--- src/rtl/mem_access_unit.sv ---
// mem_access_unit
// MEM-stage data-memory access controller. Consumes the EX/MEM register,
// runs a req/ready handshake with data memory, stalls the pipeline for the
// duration of the access, aligns store data onto byte lanes and
// extracts/extends load data.
//
// Ports:
//   Clk, Rst            clock, synchronous active-high reset
//   MemRead_in          load request from EX/MEM
//   MemWrite_in         store request (wins over MemRead_in)
//   MEMop_in[3:0]       0 word, 1 half s, 2 half u, 3 byte s, 4 byte u, else word
//   ALU_in[31:0]        byte address
//   Read2_in[31:0]      store data
//   Stall               freeze upstream stages (combinational)
//   LoadData[31:0]      extended load result, updated on completion of a load
//   AddrErr             one-cycle misalignment pulse
//   BusErr              one-cycle watchdog timeout pulse
//   mem_req, mem_we     request strobe and write enable
//   mem_addr[31:0]      word-aligned address
//   mem_wdata[31:0]     lane-replicated store data
//   mem_be[3:0]         byte enables
//   mem_ready           memory completion
//   mem_rdata[31:0]     read word, valid with mem_ready
//
// Build option: define MEM_TIMEOUT_EN to enable the BUSY watchdog
// (limit TIMEOUT_CYCLES). Without it BUSY waits indefinitely, BusErr is 0.
module mem_access_unit #(
  parameter int TIMEOUT_CYCLES = 255
) (
  input  logic        Clk,
  input  logic        Rst,
  input  logic        MemRead_in,
  input  logic        MemWrite_in,
  input  logic [3:0]  MEMop_in,
  input  logic [31:0] ALU_in,
  input  logic [31:0] Read2_in,
  output logic        Stall,
  output logic [31:0] LoadData,
  output logic        AddrErr,
  output logic        BusErr,
  output logic        mem_req,
  output logic        mem_we,
  output logic [31:0] mem_addr,
  output logic [31:0] mem_wdata,
  output logic [3:0]  mem_be,
  input  logic        mem_ready,
  input  logic [31:0] mem_rdata
);

  typedef enum logic [1:0] {IDLE = 2'd0, BUSY = 2'd1, DONE = 2'd2} state_t;

  state_t state_reg, state_next;

  // Request decode
  logic is_half, is_byte, access, misaligned, start, finish, timeout;
  logic [3:0]  be_next;
  logic [31:0] wdata_next;

  assign is_half    = (MEMop_in == 4'b0001) || (MEMop_in == 4'b0010);
  assign is_byte    = (MEMop_in == 4'b0011) || (MEMop_in == 4'b0100);
  assign access     = MemRead_in | MemWrite_in;
  assign misaligned = is_byte ? 1'b0 : (is_half ? ALU_in[0] : (ALU_in[1:0] != 2'b00));
  assign start      = (state_reg == IDLE) && access && !misaligned;
  assign finish     = (state_reg == BUSY) && (mem_ready || timeout);

  always_comb begin
    be_next    = 4'b1111;
    wdata_next = Read2_in;
    if (is_byte) begin
      be_next    = 4'b0001 << ALU_in[1:0];
      wdata_next = {4{Read2_in[7:0]}};
    end else if (is_half) begin
      be_next    = ALU_in[1] ? 4'b1100 : 4'b0011;
      wdata_next = {2{Read2_in[15:0]}};
    end
  end

  // Access attributes latched at issue; load extraction uses these, not the
  // live EX/MEM inputs.
  logic       rd_reg;
  logic [3:0] op_reg;
  logic [1:0] lane_reg;

  // Load lane extraction
  logic [7:0]  rd_byte [4];
  logic [7:0]  sel_byte;
  logic [15:0] sel_half;
  logic [31:0] load_ext;

  for (genvar gi = 0; gi < 4; gi++) begin : g_lane
    assign rd_byte[gi] = mem_rdata[8*gi +: 8];
  end

  assign sel_byte = rd_byte[lane_reg];
  assign sel_half = lane_reg[1] ? mem_rdata[31:16] : mem_rdata[15:0];

  always_comb begin
    load_ext = mem_rdata;
    case (op_reg)
      4'b0001: load_ext = {{16{sel_half[15]}}, sel_half};
      4'b0010: load_ext = {16'h0000, sel_half};
      4'b0011: load_ext = {{24{sel_byte[7]}}, sel_byte};
      4'b0100: load_ext = {24'h000000, sel_byte};
      default: load_ext = mem_rdata;
    endcase
  end

`ifdef MEM_TIMEOUT_EN
  localparam int CW = $clog2(TIMEOUT_CYCLES + 1);
  logic [CW-1:0] tmo_cnt_reg;

  // Fires in the BUSY cycle that would bring the count to the limit; a
  // mem_ready in that same cycle takes precedence.
  assign timeout = (state_reg == BUSY) && !mem_ready &&
                   (tmo_cnt_reg == CW'(TIMEOUT_CYCLES - 1));

  always_ff @(posedge Clk) begin
    if (Rst || start) begin
      tmo_cnt_reg <= '0;
    end else if ((state_reg == BUSY) && !mem_ready) begin
      tmo_cnt_reg <= tmo_cnt_reg + 1'b1;
    end
  end
`else
  assign timeout = 1'b0;
`endif

  // State register
  always_ff @(posedge Clk) begin
    if (Rst) state_reg <= IDLE;
    else     state_reg <= state_next;
  end

  // Next-state logic
  always_comb begin
    state_next = state_reg;
    case (state_reg)
      IDLE:    if (start)  state_next = BUSY;
      BUSY:    if (finish) state_next = DONE;
      DONE:    state_next = IDLE;
      default: state_next = IDLE;
    endcase
  end

  // Output logic
  always_comb begin
    Stall = !Rst && (start || (state_reg == BUSY));
  end

  // Registered memory-side outputs and load result
  always_ff @(posedge Clk) begin
    if (Rst) begin
      mem_req   <= 1'b0;
      mem_we    <= 1'b0;
      mem_addr  <= '0;
      mem_wdata <= '0;
      mem_be    <= '0;
      LoadData  <= '0;
      AddrErr   <= 1'b0;
      BusErr    <= 1'b0;
      rd_reg    <= 1'b0;
      op_reg    <= '0;
      lane_reg  <= '0;
    end else begin
      AddrErr <= (state_reg == IDLE) && access && misaligned;
      BusErr  <= timeout;
      if (start) begin
        mem_req   <= 1'b1;
        mem_we    <= MemWrite_in;
        mem_addr  <= {ALU_in[31:2], 2'b00};
        mem_wdata <= wdata_next;
        mem_be    <= be_next;
        rd_reg    <= MemRead_in && !MemWrite_in;
        op_reg    <= MEMop_in;
        lane_reg  <= ALU_in[1:0];
      end else if (finish) begin
        mem_req <= 1'b0;
        mem_we  <= 1'b0;
        if (mem_ready && rd_reg) LoadData <= load_ext;
      end
    end
  end

endmodule

--- config.mk ---
export PLATFORM = sky130hd
export DESIGN_NAME = mem_access_unit
export DESIGN_NICKNAME = d
export VERILOG_FILES = /design/src/rtl/mem_access_unit.sv
export SDC_FILE = /design/constraint.sdc
export NUM_CORES = 1
export LEC_CHECK = 0
export CORE_MARGIN = 4
export CORE_UTILIZATION = 39
export CTS_CLUSTER_DIAMETER = 80
export DETAILED_ROUTE_END_ITERATION = 6
export GPL_ROUTABILITY_DRIVEN = 0
export GPL_TIMING_DRIVEN = 0
export PLACE_DENSITY = 0.79
export SKIP_LAST_GASP = 1
export SYNTH_ARGS = -nofsm -noshare
export SYNTH_HDL_FRONTEND = slang
export SYNTH_SLANG_ARGS = --single-unit
--- constraint.sdc ---
create_clock -name Clk -period 2.1 [get_ports Clk]
set_input_delay 0.42 -clock Clk [delete_from_list [all_inputs] [get_ports Clk]]
set_output_delay 0.42 -clock Clk [all_outputs]
set_load 0.005 [all_outputs]
Word-level counts from Yosys, hierarchy flattened
Cells that the tools add are included.
Storage, ports and cells
  flip-flop bits (word level): 110
  bits in latches: 0
  memory bits (writable): 0
  ROM bits: 0
  input port bits: 105
  output and inout port bits: 105
  logic and storage cells: 63
  memories kept: 0
Cells by class
  add/subtract/negate cells: 0
  multipliers: 0
  div/mod/pow operators: 0
  order comparisons: 1
  eq/ne operators: 11
  shift operators: 1
  muxes and demuxes: 18
  bitwise operators: 3
  reduce and logical (&&, ||, !) cells: 18
Operator list (number)
  $pmux 32 s4: 1
  $mux 32: 2
  $bmux 8 s2: 1
  $eq 4x2->1 const B: 4
  $mux 16: 1
  $mux 8: 2
  $mux 4: 3
  $eq 4x1->1 const B: 2
  $eq 4x3->1 const B: 2
  $logic_and 1x1->1: 7
  $mux 1: 5
  $mux 2: 2
  $ne 2x2->1 const B: 2
  $pmux 2 s2: 1
  $reduce_bool 2->1: 2
  $shl 1x2->4 const A: 1
  $ge 3x3->1 const B: 1
  $logic_not 1->1: 3
  $logic_or 1x1->1: 3
  $not 2->3: 1
  $reduce_and 3->1: 1
  $eq 2x1->1 const B: 1
  $logic_not 2->1: 1
  $reduce_and 2->1: 1
  other kinds (2): 2

Logic depth before layout (Yosys ltp)
Gate-level depths: netlist of run 1.
  depth in word-level cells: 8
  gate-level depth with buffers: 7
  depth with buffers taken out: 4

Worst setup path before layout of run 1
Ideal clock, no wire load.
  path kind: input-to-output
  start: input MEMop_in[0]
  end: output Stall
  arrival: 1.713 ns
  data required time: 1.680 ns
  setup slack: -0.033 ns
  stages: 5
  path buffers: 1
  path through: or2_2 > a2111oi_4 > nor2_2 > buf_6 > o21a_1
On the way
  longest elaborated chain between the ends: 8
  elaborated cells on any way between the ends: 12
  classes of those cells: eq/ne (4); mux (2); reduce/logical (6)
RTL lines
  start, declared: line 34  | input logic [3:0] MEMop_in,
  $eq 4x1->1 or $eq 4x2->1 (tied branches): line 59  | assign is_half = (MEMop_in == 4'b0001) || (MEMop_in == 4'b0010);
  $logic_or 1x1->1: line 59
  $mux 1: line 62  | assign misaligned = is_byte ? 1'b0 : (is_half ? ALU_in[0] : (ALU_in[1:0] != 2'b00));
  $mux 1 (*): line 62
  $logic_not 1->1 (*): line 63  | assign start = (state_reg == IDLE) && access && !misaligned;
  $logic_and 1x1->1 (*): line 63
  $logic_or 1x1->1 (*): line 147  | Stall = !Rst && (start || (state_reg == BUSY));
  $logic_and 1x1->1 (*): line 147
  end, declared: line 37  | output logic Stall,
Every way passes the cells marked *; elsewhere a longest branch is shown, timed or not.

Worst setup path in the final report of run 1
  start: input mem_rdata[23]
  end: register LoadData[26]
On the way
  longest elaborated chain between the ends: 4
RTL lines
  start, declared: line 47  | input logic [31:0] mem_rdata
  $bmux 8 s2: line 94  | assign sel_byte = rd_byte[lane_reg];
  $mux 8 (not written as such) (2 in series): line 94
  $pmux 32 s4: line 99  | case (op_reg)
  end signal, assigned: line 179  | if (mem_ready && rd_reg) LoadData <= load_ext;
  end, declared: line 38  | output logic [31:0] LoadData,
Every way passes these cells. The select of a mux whose other input is x is not followed.
A chain may end at the register's enable or synchronous reset.

==> results of run 1 <==
final cells by class:
| type | count | area, sq um |
|---|---|---|
| Timing Repair Buffer | 212 | 2085 |
| Clock buffer | 10 | 239.0 |
| Inverter | 4 | 15.01 |
| Buffer | 56 | 242.7 |
| Sequential cell | 110 | 2202 |
| Tap cell | 172 | 215.2 |
| Multi-Input combinational cell | 428 | 2643 |
| Clock inverter | 6 | 45.04 |
| Fill cell | 1121 | 4985 |
metrics by stage:
| step | total power [uW] | area [sq um] | setup WS, ps |
|---|---|---|---|
| 2_1_floorplan | 2863 | 5097 | 18.89 |
| 3_3_place_gp | 3470 | 7355 | -1449 |
| 3_5_place_dp | 3503 | 7355 | -1476 |
| 4_1_cts | 5137 | 7687 | -6.156 |
| 5_1_grt | 5335 | 7686 | 10.18 |
| 6_report | 5126 | 7686 | 61.14 |
where the power goes:
group	total, uW	switching [uW]	internal [uW]
Sequential	2290	79.3	2210
Clock	1640	796	843
Combinational	1200	605	593
Total	5130	1480	3650
placed cells by master, fill, tap and decap left out, drive strengths merged, types with 9 or more instances in the layout:
cell type,instances
dfxtp,110
a311oi,9
o41ai,9
and3,9
clkdlybuf4s50,198
o211ai,10
a211oi,51
nand2,45
nor2,45
buf,30
nand3,51
mux2,16
clkbuf,49
o21ai,47
a21oi,70
worst max-delay path, delay by kind of cell:
kind            cells  cell delay [ps]
compound gates      2              260
buf+inv             2              700
mux                 2              850
cell families (layout without fill, tap and decap cells):
group	Yosys count	count (layout)	synth area share (%)
buffers and inverters	64	288	5.317
other	1	3	0.07378
AOI/OAI and AO/OA	226	226	29.42
muxes	25	25	5.564
and+or+nand+nor	172	172	15.95
DFF	110	110	43.33
xor gates and xnor gates	2	2	0.3447
layer usage:
metal  track usage, %  wire length [microns]  vias to the layer above  part of all wire (%)
li1                 -                      -                     2673                     -
met1            29.71                   7456                     2672                    40
met2            38.85                   8529                      319                    46
met3            6.685                   1854                       53                    10
met4            9.797                    589                        4                   3.2
met5                0                     22                        -                  0.12
cells in the mapped netlist, types with 2 or more instances:
cell / number
o41ai_1: 9
nand2b_1: 4
nor3_1: 4
nor3b_1: 2
buf_2: 8
clkbuf_1: 38
inv_1: 4
o21ai_0: 47
buf_4: 3
a21o_1: 2
or2_2: 2
o2bb2ai_1: 8
mux2i_1: 8
buf_1: 9
a211oi_1: 51
nor2b_1: 2
o211ai_1: 10
o211a_1: 2
dfxtp_1: 110
and3_1: 9
a311oi_1: 8
nor2_1: 44
nand3_1: 51
mux2_2: 16
a221oi_1: 8
o21a_1: 2
nand2_1: 45
a21oi_1: 69
repair_timing:
action / in CTS / in global routing
pin swaps: 6 / 1
endpoints found under the hold margin: 0 / 0
cloned: 0 / 0
setup buffers: 8 / 0
resized for setup: 33 / 11
setup endpoints to repair: 91 / 21
worst min path at each step:
| stage | startpoint | depth (start not counted) | to |
|---|---|---|---|
| final | MEMop_in[2] | 3 | op_reg[2] |
| after global routing | MEMop_in[2] | 3 | op_reg[2] |
| after CTS | MEMop_in[2] | 3 | op_reg[2] |
| after detailed placement | mem_addr[31] | 2 | mem_addr[31] |
| after global placement | mem_addr[27] | 2 | mem_addr[27] |
| after floorplan | mem_req | 2 | mem_req |
==> flow_summary.json, run 1 <==
{
  "ys_async_sr_fraction_pct": 0,
  "reg_top3": "LoadData (32), mem_wdata (32), mem_addr (30)",
  "io-pin-count": 210,
  "die_w_microns": 122.2,
  "grt_max_degree": 19,
  "end_kind": "register",
  "critPathKind": "input port to register",
  "fin_crit_sh_pct": 97.09,
  "dieHeight_microns": 122.2,
  "power.density_nw_per_um2": 666.9,
  "ys.flop_type": "dfxtp_1",
  "crit_path_end": "LoadData[26]",
  "io_buffers": 204,
  "drtPass1Iterations": 5,
  "placed_cells": 978,
  "cp-start-kind": "input port",
  "dp_hpwl_mm": 14.14,
  "fmax_mhz": 490.5,
  "antennaDiodeCount": 0,
  "die_area_sq_um": 14920,
  "syn_inst": 600,
  "grt_overflow": 0,
  "max_slew.worst_pin.slew_ps": 1044,
  "synth-seq-cells": 110,
  "cp_cell_sequence": "clkdlybuf4s50_1 -> mux4_2 -> mux2_2 -> a21oi_4 -> buf_4 -> a211oi_1",
  "hold_viol": 0,
  "clkSinkCount": 110,
  "synth_top_cell_area_share_pct": 43.33,
  "drt_wl_total_mm": 18.45,
  "wl_per_cell_microns": 18.49,
  "cts_inserted_buffers": 9,
  "antenna_found_initial": 2,
  "worstPathMaxFanout": 10,
  "cts_tree": "done",
  "cap_violations": 0,
  "min_period_ps": 2039,
  "synth.distinct_cells": 53,
  "initialDrtViolationCount": 504,
  "cts_buffer_depth": 2,
  "nets": 926,
  "outcome": "completed",
  "synth_area_sq_um": 5082,
  "syn_area_per_cell_sq_um": 8.471,
  "area_growth_pct": 51.23,
  "vias_per_cell": 5.732,
  "timing.setup.tns_ps": 0,
  "layout-drive-gt1-share_pct": 9.322,
  "rsz0062_at_grt": "false",
  "htree_levels": 3,
  "vias": 5721,
  "synthTopCellsByArea": "dfxtp_1, a211oi_1, a21oi_1",
  "slew_viol_final": 0,
  "utilization_pct": 60.66,
  "critPathArrivalTime_ps": 2240,
  "initial_core_util_pct": 40.11,
  "slowest_delay_ps": 540,
  "core_area_sq_um": 12670,
  "ys.warnings.count": 0,
  "root_buffer": "clkbuf_16",
  "layoutNonFillerInstCount": 998,
  "min_path_type": "input port to register",
  "synth_area_leader_cell": "dfxtp_1",
  "route.detailed.drc": 0,
  "track_usage_pct": 23.83,
  "skew_ps": 7.669,
  "grt_pass1_vias": 5685,
  "r2r_slack_ps": 110,
  "whs_ps": 400.2,
  "num_rows": 41,
  "ir_worst_vdd_mv": 0.5008,
  "cts_hold_buf": 0,
  "grt_pass1_wl_mm": 28.53,
  "cp-startpoint": "mem_rdata[23]",
  "ys_seq_area_share_pct": 43.33,
  "r2r_start": "op_reg[2]",
  "synth_edf_count": 0,
  "clock_latency_ps": 340,
  "clkTransAtPathRegs_ps": 70,
  "finalSetupViolCount": 0,
  "p_leak_uw": 0.002656,
  "cp_slowest_cell": "mux4_2",
  "r2r_cells": 6,
  "drtAntennaViolNets": 0,
  "relSlewSlack_pct": 29.89,
  "crit_required_ps": 2300,
  "timing.rr.end": "LoadData[4]"
}
No activity file was read; power rests on OpenSTA's default activity.
==> run 2: changes to the inputs <==
CORE_MARGIN = unset   (was 4)
==> flow_summary.json, run 2 (same netlist as run 1, synthesis figures left out) <==
{
  "outcome": "completed",
  "final_common_cell": "clkdlybuf4s50_1",
  "critPathArrivalTime_ps": 2260,
  "power_uw": 5502,
  "grt_pass1_wl_mm": 28.14,
  "final_cell_mix": "clkdlybuf4s50_1, dfxtp_1, a21oi_1",
  "clkSinkCount": 110,
  "dp_hpwl_mm": 13.72,
  "p_comb_share_pct": 21.8,
  "initialDrtViolationCount": 541,
  "hp-start": "MEMop_in[0]",
  "track_usage_pct": 26.76,
  "finish.instance_area_sq_um": 7764,
  "end_kind": "register",
  "io-pin-count": 210,
  "grt_overflow": 0,
  "drtPass1Iterations": 5,
  "nets": 924,
  "slowest_delay_ps": 600,
  "ir_worst_vdd_mv": 0.4950,
  "critPathKind": "register to register",
  "die_area_sq_um": 13490,
  "layoutNonFillerInstCount": 996,
  "power.density_nw_per_um2": 708.6,
  "finalSetupViolCount": 0,
  "p_sw_uw": 1516,
  "max_slew.worst_pin.slew_ps": 930.3,
  "placed_cell_area_sq_um": 7355,
  "reg_top3": "LoadData (32), mem_wdata (32), mem_addr (30)",
  "initial_core_util_pct": 40.11,
  "root_buffer": "clkbuf_16",
  "cts_inserted_buffers": 9,
  "hold_viol": 0,
  "grt_pass1_vias": 5572,
  "cp-start-kind": "register",
  "area_growth_pct": 52.76,
  "antennaDiodeCount": 0,
  "route.detailed.drc": 0,
  "cp-startpoint": "lane_reg[1]",
  "vias": 5704,
  "cap_violations": 0,
  "relSlewSlack_pct": 37.50,
  "cts_buffer_depth": 2,
  "layout-drive-gt1-share_pct": 8.981,
  "antenna_found_initial": 0,
  "wl_per_cell_microns": 18.34,
  "fin_crit_sh_pct": 97.73,
  "p_leak_uw": 0.002689,
  "clkTransAtPathRegs_ps": 70,
  "critical_path.top_delay_family": "flip-flops",
  "placed_cells": 978,
  "io_buffers": 204,
  "grt_max_degree": 20,
  "htree_levels": 3,
  "pwr-share-clk_pct": 36.5,
  "worstPathMaxFanout": 10,
  "p_int_uw": 3986,
  "r2r_start": "lane_reg[1]",
  "cp_cell_sequence": "clkbuf_1 -> mux2_2 -> a221oi_2 -> a211oi_1",
  "cts_hold_buf": 0,
  "utilization_pct": 61.27,
  "min_path_type": "input port to register",
  "min_period_ps": 2052,
  "crit_required_ps": 2310,
  "fmax_mhz": 487.2,
  "path_buf_inv": 1,
  "drt_wl_total_mm": 18.26,
  "clock_latency_ps": 340,
  "core_area_sq_um": 12670,
  "skew_ps": 9.712,
  "cp_slowest_cell": "dfxtp_1",
  "die_w_microns": 116.2,
  "vias_per_cell": 5.727,
  "rsz0062_at_grt": "true",
  "cts_tree": "done",
  "dieHeight_microns": 116.2,
  "switching_share_pct": 27.55,
  "num_rows": 41,
  "slew_viol_final": 0,
  "drtAntennaViolNets": 0,
  "seq_power_share_pct": 41.6
}
-- run 2: what timing repair did --
action	in CTS	in global routing
pin swaps	6	4
resized for setup	32	11
buffers inserted	7	0
cloned	0	0
setup endpoints to repair	88	44
-- run 2: stage by stage --
| step | setup WS [ps] | TNS [ps] | hold slack [ps] |
|---|---|---|---|
| floorplan | 18.89 | 0 | 452.7 |
| global placement | -1406 | -59130 | 461.3 |
| detailed placement | -1485 | -66860 | 468.3 |
| CTS | -75.50 | -75.50 | 379.7 |
| global route | -46.56 | -78.79 | 374.1 |
| finish | 47.58 | 0 | 370.3 |
-- run 2: cell type report --
cell class / count / area, sq um
fill: 1149 / 4907
multi-input combinational: 428 / 2664
sequential: 110 / 2202
timing repair buffer: 211 / 2082
buffer: 55 / 234.0
clock buffer: 9 / 225.2
tap: 172 / 215.2
clock inverter: 7 / 126.4
inverter: 4 / 15.01
-- run 2: final timing paths --
| check | end | slack [ps] | depth (start not counted) |
|---|---|---|---|
| setup / recovery | LoadData[6] | 50 | 4 |
| hold / removal | op_reg[0] | 370 | 3 |
| setup reg to reg | LoadData[6] | 50 | 4 |
| hold reg to reg | mem_addr[31] | 480 | 2 |
-- run 2: worst min-delay path, stage by stage --
cell	delay, ps
buf_6	120
nand3_1	60
a21oi_1	60
-- run 2: power by group through the flow --
stage | Sequential, uW | Combinational (uW) | Clock (uW)
floorplan | 2330 | 537 | 0
global placement | 2330 | 1140 | 0
detailed placement | 2330 | 1170 | 0
CTS | 2290 | 1190 | 2020
global route | 2300 | 1300 | 2110
finish | 2290 | 1200 | 2010
-- run 2: routing by layer --
metal | part of all wire [%] | global-route usage (%)
met1 | 41 | 32.67
met2 | 48 | 46.59
met3 | 8.7 | 5.812
met4 | 2.1 | 9.145
met5 | 0 | 0
